File: src/rtl/des_pkg.sv
// Shared definitions for the DES S-box substitution layer.
//   - state_e        : controller state encoding (IDLE / RUN / DONE)
//   - S_TABLE        : the eight DES S-box tables, S_TABLE[box][addr], where
//                      box 0 is S1 and addr = {b6,b1,b5,b4,b3,b2}
//   - box_chunk_lsb  : LSB position of a box's 6-bit chunk in the 48-bit input word
//   - box_nibble_lsb : LSB position of a box's 4-bit nibble in the 32-bit result word
//   - odd_parity     : per-nibble odd parity, bit 7 corresponds to S1
package des_pkg;

  typedef enum logic [1:0] {
    ST_IDLE,
    ST_RUN,
    ST_DONE
  } state_e;

  localparam int NUM_BOXES = 8;

  // Each inner list is one box, stored row-major: four rows of sixteen columns.
  localparam logic [3:0] S_TABLE [NUM_BOXES][64] = '{
    '{4'hE,4'h4,4'hD,4'h1,4'h2,4'hF,4'hB,4'h8,4'h3,4'hA,4'h6,4'hC,4'h5,4'h9,4'h0,4'h7,
      4'h0,4'hF,4'h7,4'h4,4'hE,4'h2,4'hD,4'h1,4'hA,4'h6,4'hC,4'hB,4'h9,4'h5,4'h3,4'h8,
      4'h4,4'h1,4'hE,4'h8,4'hD,4'h6,4'h2,4'hB,4'hF,4'hC,4'h9,4'h7,4'h3,4'hA,4'h5,4'h0,
      4'hF,4'hC,4'h8,4'h2,4'h4,4'h9,4'h1,4'h7,4'h5,4'hB,4'h3,4'hE,4'hA,4'h0,4'h6,4'hD},
    '{4'hF,4'h1,4'h8,4'hE,4'h6,4'hB,4'h3,4'h4,4'h9,4'h7,4'h2,4'hD,4'hC,4'h0,4'h5,4'hA,
      4'h3,4'hD,4'h4,4'h7,4'hF,4'h2,4'h8,4'hE,4'hC,4'h0,4'h1,4'hA,4'h6,4'h9,4'hB,4'h5,
      4'h0,4'hE,4'h7,4'hB,4'hA,4'h4,4'hD,4'h1,4'h5,4'h8,4'hC,4'h6,4'h9,4'h3,4'h2,4'hF,
      4'hD,4'h8,4'hA,4'h1,4'h3,4'hF,4'h4,4'h2,4'hB,4'h6,4'h7,4'hC,4'h0,4'h5,4'hE,4'h9},
    '{4'hA,4'h0,4'h9,4'hE,4'h6,4'h3,4'hF,4'h5,4'h1,4'hD,4'hC,4'h7,4'hB,4'h4,4'h2,4'h8,
      4'hD,4'h7,4'h0,4'h9,4'h3,4'h4,4'h6,4'hA,4'h2,4'h8,4'h5,4'hE,4'hC,4'hB,4'hF,4'h1,
      4'hD,4'h6,4'h4,4'h9,4'h8,4'hF,4'h3,4'h0,4'hB,4'h1,4'h2,4'hC,4'h5,4'hA,4'hE,4'h7,
      4'h1,4'hA,4'hD,4'h0,4'h6,4'h9,4'h8,4'h7,4'h4,4'hF,4'hE,4'h3,4'hB,4'h5,4'h2,4'hC},
    '{4'h7,4'hD,4'hE,4'h3,4'h0,4'h6,4'h9,4'hA,4'h1,4'h2,4'h8,4'h5,4'hB,4'hC,4'h4,4'hF,
      4'hD,4'h8,4'hB,4'h5,4'h6,4'hF,4'h0,4'h3,4'h4,4'h7,4'h2,4'hC,4'h1,4'hA,4'hE,4'h9,
      4'hA,4'h6,4'h9,4'h0,4'hC,4'hB,4'h7,4'hD,4'hF,4'h1,4'h3,4'hE,4'h5,4'h2,4'h8,4'h4,
      4'h3,4'hF,4'h0,4'h6,4'hA,4'h1,4'hD,4'h8,4'h9,4'h4,4'h5,4'hB,4'hC,4'h7,4'h2,4'hE},
    '{4'h2,4'hC,4'h4,4'h1,4'h7,4'hA,4'hB,4'h6,4'h8,4'h5,4'h3,4'hF,4'hD,4'h0,4'hE,4'h9,
      4'hE,4'hB,4'h2,4'hC,4'h4,4'h7,4'hD,4'h1,4'h5,4'h0,4'hF,4'hA,4'h3,4'h9,4'h8,4'h6,
      4'h4,4'h2,4'h1,4'hB,4'hA,4'hD,4'h7,4'h8,4'hF,4'h9,4'hC,4'h5,4'h6,4'h3,4'h0,4'hE,
      4'hB,4'h8,4'hC,4'h7,4'h1,4'hE,4'h2,4'hD,4'h6,4'hF,4'h0,4'h9,4'hA,4'h4,4'h5,4'h3},
    '{4'hC,4'h1,4'hA,4'hF,4'h9,4'h2,4'h6,4'h8,4'h0,4'hD,4'h3,4'h4,4'hE,4'h7,4'h5,4'hB,
      4'hA,4'hF,4'h4,4'h2,4'h7,4'hC,4'h9,4'h5,4'h6,4'h1,4'hD,4'hE,4'h0,4'hB,4'h3,4'h8,
      4'h9,4'hE,4'hF,4'h5,4'h2,4'h8,4'hC,4'h3,4'h7,4'h0,4'h4,4'hA,4'h1,4'hD,4'hB,4'h6,
      4'h4,4'h3,4'h2,4'hC,4'h9,4'h5,4'hF,4'hA,4'hB,4'hE,4'h1,4'h7,4'h6,4'h0,4'h8,4'hD},
    '{4'h4,4'hB,4'h2,4'hE,4'hF,4'h0,4'h8,4'hD,4'h3,4'hC,4'h9,4'h7,4'h5,4'hA,4'h6,4'h1,
      4'hD,4'h0,4'hB,4'h7,4'h4,4'h9,4'h1,4'hA,4'hE,4'h3,4'h5,4'hC,4'h2,4'hF,4'h8,4'h6,
      4'h1,4'h4,4'hB,4'hD,4'hC,4'h3,4'h7,4'hE,4'hA,4'hF,4'h6,4'h8,4'h0,4'h5,4'h9,4'h2,
      4'h6,4'hB,4'hD,4'h8,4'h1,4'h4,4'hA,4'h7,4'h9,4'h5,4'h0,4'hF,4'hE,4'h2,4'h3,4'hC},
    '{4'hD,4'h2,4'h8,4'h4,4'h6,4'hF,4'hB,4'h1,4'hA,4'h9,4'h3,4'hE,4'h5,4'h0,4'hC,4'h7,
      4'h1,4'hF,4'hD,4'h8,4'hA,4'h3,4'h7,4'h4,4'hC,4'h5,4'h6,4'hB,4'h0,4'hE,4'h9,4'h2,
      4'h7,4'hB,4'h4,4'h1,4'h9,4'hC,4'hE,4'h2,4'h0,4'h6,4'hA,4'hD,4'hF,4'h3,4'h5,4'h8,
      4'h2,4'h1,4'hE,4'h7,4'h4,4'hA,4'h8,4'hD,4'hF,4'hC,4'h9,4'h0,4'h3,4'h5,4'h6,4'hB}
  };

  // S1 occupies the top six bits of the input word, S8 the bottom six.
  function automatic logic [5:0] box_chunk_lsb(input logic [2:0] box);
    return 6'd42 - ({1'b0, box, 2'b00} + {2'b00, box, 1'b0});
  endfunction

  // S1 occupies the top nibble of the result word, S8 the bottom nibble.
  function automatic logic [4:0] box_nibble_lsb(input logic [2:0] box);
    return 5'd28 - {box, 2'b00};
  endfunction

  // An all-zero nibble has odd parity 1, so a cleared result word maps to 8'hFF.
  function automatic logic [7:0] odd_parity(input logic [31:0] w);
    return {~^w[31:28], ~^w[27:24], ~^w[23:20], ~^w[19:16],
            ~^w[15:12], ~^w[11:8],  ~^w[7:4],   ~^w[3:0]};
  endfunction

endpackage

File: src/rtl/des_sbox_lut.sv
// Single DES S-box lookup, purely combinational.
// Ports:
//   box    in  [2:0] which S-box (0 = S1 ... 7 = S8)
//   chunk  in  [5:0] six input bits b6..b1 (chunk[5] = b6)
//   nibble out [3:0] substituted value
module des_sbox_lut
  import des_pkg::*;
(
  input  logic [2:0] box,
  input  logic [5:0] chunk,
  output logic [3:0] nibble
);

  // Outer bits select the row, inner four bits the column.
  logic [5:0] addr;

  assign addr   = {chunk[5], chunk[0], chunk[4:1]};
  assign nibble = S_TABLE[box][addr];

endmodule

File: src/rtl/des_sbox_layer.sv
// Time-multiplexed DES S-box layer: substitutes a 48-bit word into a 32-bit
// word using LANES lookups per cycle, so a word needs 8/LANES compute beats.
// Optional build macro DES_SBOX_PARITY_EN adds the out_par port.
// Ports:
//   clk, rst_n           clock and asynchronous active-low reset
//   in_valid/in_ready    input handshake, in_data[48:43] feeds S1 ... [6:1] feeds S8
//   out_valid/out_ready  output handshake, out_data[32:29] = S1 ... [4:1] = S8
//   out_par[8:1]         (DES_SBOX_PARITY_EN only) odd parity per nibble, [8] = S1
//   busy                 high while a word is being computed or held for output
module des_sbox_layer
  import des_pkg::*;
#(
  parameter int LANES = 2
) (
  input  logic        clk,
  input  logic        rst_n,
  input  logic        in_valid,
  output logic        in_ready,
  input  logic [48:1] in_data,
  output logic        out_valid,
  input  logic        out_ready,
  output logic [32:1] out_data,
`ifdef DES_SBOX_PARITY_EN
  output logic [8:1]  out_par,
`endif
  output logic        busy
);

  localparam int BEATS  = 8 / LANES;
  localparam int BEAT_W = (BEATS > 1) ? $clog2(BEATS) : 1;
  localparam logic [BEAT_W-1:0] LAST_BEAT = BEAT_W'(BEATS - 1);

  if (LANES != 1 && LANES != 2 && LANES != 4 && LANES != 8) begin : g_bad_lanes
    $error("des_sbox_layer: LANES must be 1, 2, 4 or 8");
  end

  state_e            state_q, state_d;
  logic [BEAT_W-1:0] beat_q, beat_d;
  logic [47:0]       in_reg_q, in_reg_d;
  logic [31:0]       acc_q, acc_d;
  logic [31:0]       out_q, out_d;

  logic [2:0]  lane_box   [LANES];
  logic [3:0]  lane_nib   [LANES];
  logic [31:0] lane_merge [LANES+1];

  // Each lane reads its chunk from the captured input word and splices its
  // nibble into the partial result; the chain gives this beat's full update.
  assign lane_merge[0] = acc_q;

  for (genvar j = 0; j < LANES; j++) begin : g_lane
    logic [5:0] chunk;
    logic [4:0] pos;

    assign lane_box[j] = 3'(int'(beat_q) * LANES + j);
    assign chunk       = in_reg_q[box_chunk_lsb(lane_box[j]) +: 6];
    assign pos         = box_nibble_lsb(lane_box[j]);

    des_sbox_lut u_lut (
      .box    (lane_box[j]),
      .chunk  (chunk),
      .nibble (lane_nib[j])
    );

    assign lane_merge[j+1] = (lane_merge[j] & ~(32'hF << pos)) | (32'(lane_nib[j]) << pos);
  end

  // Controller: partial results live in acc_q so out_data only changes when
  // the final beat completes the word.
  always_comb begin
    state_d  = state_q;
    beat_d   = beat_q;
    in_reg_d = in_reg_q;
    acc_d    = acc_q;
    out_d    = out_q;
    unique case (state_q)
      ST_IDLE: begin
        if (in_valid) begin
          in_reg_d = in_data;
          beat_d   = '0;
          state_d  = ST_RUN;
        end
      end
      ST_RUN: begin
        acc_d = lane_merge[LANES];
        if (beat_q == LAST_BEAT) begin
          out_d   = lane_merge[LANES];
          beat_d  = '0;
          state_d = ST_DONE;
        end else begin
          beat_d = beat_q + BEAT_W'(1);
        end
      end
      ST_DONE: begin
        if (out_ready) begin
          if (in_valid) begin
            in_reg_d = in_data;
            beat_d   = '0;
            state_d  = ST_RUN;
          end else begin
            state_d = ST_IDLE;
          end
        end
      end
      default: state_d = ST_IDLE;
    endcase
  end

  always_ff @(posedge clk or negedge rst_n) begin
    if (!rst_n) begin
      state_q  <= ST_IDLE;
      beat_q   <= '0;
      in_reg_q <= '0;
      acc_q    <= '0;
      out_q    <= '0;
    end else begin
      state_q  <= state_d;
      beat_q   <= beat_d;
      in_reg_q <= in_reg_d;
      acc_q    <= acc_d;
      out_q    <= out_d;
    end
  end

  assign in_ready  = (state_q == ST_IDLE) || ((state_q == ST_DONE) && out_ready);
  assign out_valid = (state_q == ST_DONE);
  assign busy      = (state_q != ST_IDLE);
  assign out_data  = out_q;

`ifdef DES_SBOX_PARITY_EN
  // Parity tracks the next output word, so it always matches out_q exactly.
  logic [7:0] par_q, par_d;

  assign par_d = odd_parity(out_d);

  always_ff @(posedge clk or negedge rst_n) begin
    if (!rst_n) begin
      par_q <= 8'hFF;
    end else begin
      par_q <= par_d;
    end
  end

  assign out_par = par_q;
`endif

endmodule

File: config.mk
export PLATFORM = sky130hd
export DESIGN_NAME = des_sbox_layer
export DESIGN_NICKNAME = d
export VERILOG_FILES = /design/src/rtl/des_pkg.sv /design/src/rtl/des_sbox_lut.sv /design/src/rtl/des_sbox_layer.sv
export SDC_FILE = /design/constraint.sdc
export NUM_CORES = 1
export LEC_CHECK = 0
export ABC_AREA = 1
export ABC_CLOCK_PERIOD_IN_PS = 10400
export CAP_MARGIN = 30
export CELL_PAD_IN_SITES_DETAIL_PLACEMENT = 0
export CELL_PAD_IN_SITES_GLOBAL_PLACEMENT = 2
export CORE_MARGIN = 3
export CORE_UTILIZATION = 35
export CTS_CLUSTER_DIAMETER = 40
export CTS_CLUSTER_SIZE = 30
export DETAILED_ROUTE_END_ITERATION = 8
export HOLD_SLACK_MARGIN = 0.12
export PLACE_DENSITY_LB_ADDON = 0.1
export SLEW_MARGIN = 20
export SYNTH_ARGS = -nofsm -noshare
export SYNTH_HDL_FRONTEND = slang
export SYNTH_SLANG_ARGS = --single-unit
File: constraint.sdc
create_clock -name clk -period 10.4 [get_ports clk]
set_clock_uncertainty 0.1 [all_clocks]
set_input_delay 2.08 -clock clk [delete_from_list [all_inputs] [get_ports clk]]
set_output_delay 2.08 -clock clk [all_outputs]
set_load 0.03 [all_outputs]
==> out/results.tsv, run 1 <==
stage	metric	value	unit
critical_path	path_class	reg -> reg	
min_path	hold_path_class	reg -> reg	
synth	ys_types	49	
timing	slew_viol_final	0	
critical_path	crit_path_start	beat_q[0]$_DFFE_PN0P_	
layout	register_area	2704	um2
timing	period_minus_slack	6.092	ns
clocking	postCtsHoldBufs	0	
synth	yosysWarningCount	0	
die	die_x	164.4	um
synth	async_reset_ff_share	100.0	%
timing	tns	0	ns
timing	worstMarginPinSlew	0.8813	ns
synth	yosys_most_used_dff	dfrtp_1	
clocking	clkSinkCount	108	
detailed_routing	viasPerCell	5.648	
critical_path	critPathMaxFanout	50	
layout	diodes	0	
clocking	cts_htree_levels	3	
die	start_util	35.91	%
layout	drive_gt1_share	8.321	%
layout	multiInputGateArea	5229	um2
clocking	cts_tree	built	
min_path	min_from	acc_q[10]$_DFFE_PN0P_	
synth	synth_nets	1395	
detailed_routing	first_pass_iters	5	
clocking	clk_latency	0.34	ns
clocking	cts_buffers	9	
placed_design	globalplace.congestion	0.9121	
global_routing	grt_pass1_wl	53570	um
layout	final_cell_mix	nand2_1 (463), nand3_1 (325), dfrtp_1 (107)	
die	rows	57	
detailed_routing	wire_per_inst	20.32	um
critical_path	critPathArrivalTime	6.22	ns
synth	yosys_register_bits	108	
global_routing	antenna_found_initial	0	
detailed_routing	ant_nets	0	
global_routing	grt_pass1_vias	9182	
flow_run	drv_cap	0	
placed_design	io_buffers	86	
synth	syn_inst	1331	
status	status	finished, final reports clean	
die	die_area	27040	um2
global_routing	grt_use_total	25.25	%
detailed_routing	drc	0	
synth	synth_area	8785	um2
detailed_routing	drtIter0Drc	963	
critical_path	setup.worst_path.end_class	register	
timing	final_hold_viol_count	0	
global_routing	grt_max_degree	78	
layout	final_nets	1417	
clocking	ctsResizeCount	0	
critical_path	r2r_start	beat_q[0]$_DFFE_PN0P_	
layout	layout.cells.most_common	nand2_1	
synth	synth_edf_count	0	
global_routing	gr-total-overflow	0	
timing	rsz0062_at_grt	false	
clocking	cts_root_buffer	clkbuf_16	
die	core	24460	um2
die	io_pins	87	
detailed_routing	routed_wl	34180	um
timing	fmax	164.1	MHz
critical_path	worstPathRequired	10.53	ns
layout	areaGrowthSynthToFinish	12.39	%
synth	syn_avg_cell_area	6.600	um2
layout	fillCellCount	2675	
detailed_routing	via_count	9500	
timing	min_period_over_period	58.58	%
timing	slew-limit-headroom	41.10	%
critical_path	start_kind	register	
clocking	clk_pin_slew	0.08	ns
clocking	cts_max_path_buffers	2	
timing	setup_violations	0	
die	die-height	164.4	um
synth	yosysSeqAreaShare	30.76	%
clocking	post_cts_buffers	0	
placed_design	dp_hpwl	23700	um
==> flip-flops by register name, summed over array words and instances, names as in the netlist <==
register	count
in_reg_q	48
out_data	32
acc_q	24
beat_q	2
state_q	2
==> worst paths after layout <==
kind	end	slack, ns	depth (start not counted)
max in group asynchronous	beat_q[0]$_DFFE_PN0P_	7.52	3
hold / removal	acc_q[10]$_DFFE_PN0P_	0.38	2
hold reg to reg	acc_q[10]$_DFFE_PN0P_	0.38	2
setup / recovery	out_data[23]$_DFFE_PN0P_	4.31	19
setup reg to reg	out_data[23]$_DFFE_PN0P_	4.31	19
min in group asynchronous	out_data[10]$_DFFE_PN0P_	1.63	1
==> layer usage <==
layer	global-route usage [%]	vias to the layer above	share of wire, %
met3	4.264	69	7.9
met1	37.36	4495	47
li1	-	4488	-
met2	37.50	448	43
met5	0	-	0
met4	7.930	0	2.8
==> worst max-delay path: stages, from the launching register on <==
cell,delay (ns)
dfrtp_2,0.34
buf_4,0.48
inv_4,0.37
ha_1,0.99
inv_6,0.23
nand2_1,0.32
o22ai_1,0.17
o21ai_2,0.40
nand2_1,0.66
ha_1,0.53
or2_1,0.33
nand4_1,0.13
nand3_1,0.13
nand2_1,0.09
nand2_1,0.05
nand2_1,0.08
nand2_1,0.14
nand3_1,0.16
nand3_1,0.10
o21a_1,0.12
==> Yosys cell counts (6+ instances only) <==
cell type | count | share of area, %
ha_1 | 12 | 1.7
nand2_2 | 16 | 1.1
nand3_1 | 325 | 19
nor2_1 | 59 | 2.5
o21ai_1 | 9 | 0.51
buf_4 | 19 | 1.6
mux2_2 | 22 | 2.8
clkbuf_1 | 15 | 0.64
buf_6 | 18 | 2.3
buf_2 | 31 | 1.8
dfrtp_1 | 108 | 31
nand4_1 | 18 | 1.3
a31oi_1 | 6 | 0.43
nand2_1 | 464 | 20
nand2_4 | 6 | 0.77
inv_1 | 57 | 2.4
o21ai_0 | 19 | 1.1
o211ai_1 | 9 | 0.77
inv_2 | 9 | 0.38
a21oi_1 | 46 | 2.6
nand3_2 | 12 | 1.4
==> metrics by stage <==
stage / cell area, um2 / std cells / hold slack (ns) / util, % / setup slack (ns)
global placement: 9560 / 1665 / 0.3615 / 39.08 / 4.528
CTS: 9846 / 1681 / 0.3851 / 40.25 / 4.422
floorplan: 8785 / 1331 / 0.3492 / - / 5.595
global route: 9873 / 1682 / 0.4019 / 40.36 / 3.939
detailed placement: 9560 / 1665 / 0.3651 / 39.08 / 4.451
finish: 9873 / 1682 / 0.3803 / 40.36 / 4.308
==> area by class of cell <==
class,count,area share (%)
Multi-Input combinational cell,1064,52.96
Clock inverter,6,0.5703
Inverter,71,2.775
Clock buffer,10,2.319
Sequential cell,108,27.39
Tap cell,324,4.106
Timing Repair Buffer,99,9.885
==> logic make-up (layout without fill, tap and decap cells) <==
| kind of cell | after synthesis | after routing | synth area share, % |
|---|---|---|---|
| fa+ha+maj | 12 | 12 | 1.709 |
| simple gates | 911 | 911 | 46.39 |
| mux | 22 | 22 | 2.820 |
| compound gates | 119 | 119 | 8.517 |
| buf+inv | 159 | 186 | 9.799 |
| flops | 108 | 108 | 30.76 |
Power of run 1 is left out: the tool's default activity adds up to more than one toggle a clock period on the data nets, which glitch-free logic cannot reach.
==> run 2: changes to the inputs <==
--- a/config.mk
+++ b/config.mk
@@ -6,12 +6,12 @@
 export NUM_CORES = 1
 export LEC_CHECK = 0
 export ABC_AREA = 1
-export ABC_CLOCK_PERIOD_IN_PS = 10400
+export ABC_CLOCK_PERIOD_IN_PS = 6100
 export CAP_MARGIN = 30
 export CELL_PAD_IN_SITES_DETAIL_PLACEMENT = 0
 export CELL_PAD_IN_SITES_GLOBAL_PLACEMENT = 2
 export CORE_MARGIN = 3
-export CORE_UTILIZATION = 35
+export CORE_UTILIZATION = 32
 export CTS_CLUSTER_DIAMETER = 40
 export CTS_CLUSTER_SIZE = 30
 export DETAILED_ROUTE_END_ITERATION = 8
==> constraint.sdc (replaced) <==
create_clock -name clk -period 6.1 [get_ports clk]
set_clock_uncertainty 0.1 [all_clocks]
set_input_delay 1.22 -clock clk [delete_from_list [all_inputs] [get_ports clk]]
set_output_delay 1.22 -clock clk [all_outputs]
set_load 0.03 [all_outputs]
==> run 2 against run 1 <==
Global-route usage shrank 1.1 points. Wire length is 3.0% higher. Non-clock buffer count is 2 higher. Die area up 9.0%. Via count up 0.34%. Critical path depth up 1. Sequential share of layout area down 0.093 points. Sequential cell count did not move. Register-to-register slack got worse by 2.7 ns. Cell count rose by 1.1%. Clock-buffer cell count shrank 1. First-iteration DRC count up 0.42%. Critical endpoint is now acc_q[14]$_DFFE_PN0P_. Largest cell class unchanged. Highest routed layer unchanged.
==> out/results.tsv, run 2 (same netlist as run 1, synthesis figures left out) <==
stage	metric	value	unit	change
status	status	finished, final reports clean		
min_path	hold_path_class	reg -> reg		
timing	worstMarginPinSlew	0.9278	ns	+0.04648 ns
detailed_routing	routed_wl	35220	um	+3.0%
timing	fmax	221.6	MHz	+35%
global_routing	grt_use_total	24.16	%	-1.1 points
global_routing	gr-total-overflow	0		unchanged
detailed_routing	via_count	9532		+0.34%
timing	slew_viol_final	0		unchanged
clocking	post_cts_buffers	0		unchanged
clocking	cts_root_buffer	clkbuf_16		
global_routing	grt_max_degree	57		-27%
clocking	cts_htree_levels	3		unchanged
critical_path	start_kind	register		
timing	slew-limit-headroom	38.15	%	-3.0 points
critical_path	r2r_slack	1.59	ns	-2.72 ns
timing	setup_violations	0		unchanged
global_routing	grt_pass1_vias	9086		-1.0%
layout	largest_reg_flops	48		unchanged
placed_design	globalplace.congestion	0.9327		+2.3%
critical_path	critPathArrivalTime	4.67	ns	-1.55 ns
layout	areaGrowthSynthToFinish	12.78	%	
die	rows	60		+5.3%
critical_path	cpMostUsedCell	nand2_1		
layout	diodes	0		unchanged
detailed_routing	viasPerCell	5.604		-0.78%
die	die-height	171.7	um	+4.4%
critical_path	crit_chain	inv_4 > ha_1 > buf_4 > nand2_2 > o22ai_1 > o21ai_2 > nand2_1 > buf_4 > ha_1 > or2_1 > nand4_1 > nand3_1 > nand2_1 > nand2_1 > nand2_1 > nand2_1 > nand4_1 > nand2_1 > nand2_1 > nand2_1		
global_routing	antenna_found_initial	0		unchanged
placed_design	io_buffers	86		unchanged
clocking	clkSinkCount	108		unchanged
layout	drive_gt1_share	8.529	%	+0.21 points
detailed_routing	first_pass_iters	5		unchanged
flow_run	drv_cap	0		unchanged
critical_path	cp_slowest_stage_delay	0.46	ns	-0.53 ns
min_path	min_from	acc_q[29]$_DFFE_PN0P_		
critical_path	cp_top_family	simple AND/OR/NAND/NOR gates		
global_routing	grt_pass1_wl	55400	um	+3.4%
clocking	cts_buffers	9		unchanged
critical_path	r2r_start	beat_q[0]$_DFFE_PN0P_		
min_path	whs_path_depth	2		unchanged
critical_path	setup.worst_path.end_class	register		
layout	largest-register	in_reg_q		
layout	final_cell_mix	nand2_1 (463), nand3_1 (325), dfrtp_1 (107)		
critical_path	cp_slowest_cell	o21ai_2		
die	die_area	29480	um2	+9.0%
clocking	ctsResizeCount	0		unchanged
critical_path	r2r_cells	20		+1
timing	tns	0	ns	unchanged
placed_design	dp_hpwl	25350	um	+6.9%
timing	rsz0062_at_grt	false		
min_path	hold_path_end	acc_q[29]$_DFFE_PN0P_		
clocking	cts_tree	built		
detailed_routing	wire_per_inst	20.70	um	+1.9%
critical_path	path_buf_inv	3		unchanged
layout	layout.cells.most_common	nand2_1		
clocking	clk_latency	0.36	ns	+0.02 ns
detailed_routing	ant_nets	0		unchanged
critical_path	critPathMaxFanout	17		-66%
detailed_routing	drtIter0Drc	967		+0.42%
clocking	postCtsHoldBufs	0		unchanged
timing	final_hold_viol_count	0		unchanged
die	core	26950	um2	+10%
die	io_pins	87		unchanged
detailed_routing	drc	0		unchanged
timing	period_minus_slack	4.512	ns	-1.581 ns
layout	final_nets	1419		+0.14%
die	die_x	171.7	um	+4.4%
clocking	clk_pin_slew	0.08	ns	about the same
layout	fillCellCount	2953		+10%
critical_path	path_class	reg -> reg		
clocking	cts_max_path_buffers	2		unchanged
critical_path	worstPathRequired	6.25	ns	-4.28 ns
critical_path	worstReg2RegEnd	acc_q[14]$_DFFE_PN0P_		
timing	min_period_over_period	73.97	%	+15 points
die	start_util	32.60	%	-3.3 points
[run 2: cell count changes in the layout (fill, tap and decap cells not counted), sizes merged]
| cell | previous run | this run |
|---|---|---|
| buf | 14 | 16 |
| inv | 71 | 73 |
| clkbuf | 10 | 9 |
| clkinv | 6 | 5 |
[run 2: worst reg2reg max path: stages, from the launching register on]
cell and delay, ns:
dfrtp_2 0.42, inv_4 0.18, ha_1 0.32, buf_4 0.25
nand2_2 0.21, o22ai_1 0.14, o21ai_2 0.46, nand2_1 0.38
buf_4 0.31, ha_1 0.28, or2_1 0.30, nand4_1 0.20
nand3_1 0.11, nand2_1 0.08, nand2_1 0.04, nand2_1 0.09
nand2_1 0.15, nand4_1 0.16, nand2_1 0.10, nand2_1 0.07
nand2_1 0.05
[run 2: metal layers]
| metal | GRT usage, % | part of all wire, % | up-vias | wire length (um) |
|---|---|---|---|---|
| met2 | 35.45 | 43 | 375 | 15130 |
| met5 | 0 | 0 | - | 0 |
| met1 | 36.57 | 48 | 4623 | 16840 |
| met3 | 3.953 | 7.0 | 49 | 2463 |
| met4 | 6.543 | 2.2 | 0 | 787 |
| li1 | - | - | 4485 | - |
[run 2: how the worst max path moves through the flow]
| stage | start | to | cells past startpoint |
|---|---|---|---|
| 3_3_place_gp | beat_q[0]$_DFFE_PN0P_ | out_data[17]$_DFFE_PN0P_ | 20 |
| 5_1_grt | beat_q[0]$_DFFE_PN0P_ | out_data[17]$_DFFE_PN0P_ | 20 |
| 3_5_place_dp | beat_q[0]$_DFFE_PN0P_ | acc_q[15]$_DFFE_PN0P_ | 19 |
| 2_1_floorplan | beat_q[0]$_DFFE_PN0P_ | out_data[23]$_DFFE_PN0P_ | 26 |
| 6_report | beat_q[0]$_DFFE_PN0P_ | acc_q[14]$_DFFE_PN0P_ | 20 |
| 4_1_cts | beat_q[0]$_DFFE_PN0P_ | acc_q[15]$_DFFE_PN0P_ | 19 |
[run 2: layout make-up]
cell class	instances	area, um2	area share, %
multi-input cells	1064	5229	52.78
flip-flops and latches	108	2704	27.29
repair buffers	101	970.9	9.800
well taps	341	426.7	4.307
inverters	71	274.0	2.766
clock buffers	9	225.2	2.273
clock inverters	7	77.57	0.7830
[run 2: through the flow]
step | worst slack (ns) | util [%] | area [um2] | hold WS (ns) | cells
6_report | 1.588 | 36.76 | 9907 | 0.3825 | 1701
5_1_grt | 1.234 | 36.76 | 9907 | 0.4006 | 1701
4_1_cts | 1.592 | 36.76 | 9907 | 0.3861 | 1701
3_5_place_dp | 1.611 | 35.64 | 9604 | 0.3643 | 1685
3_3_place_gp | 1.664 | 35.64 | 9604 | 0.3618 | 1685
2_1_floorplan | 2.262 | - | 8785 | 0.3492 | 1331
Power of run 2 is left out for the same reason.
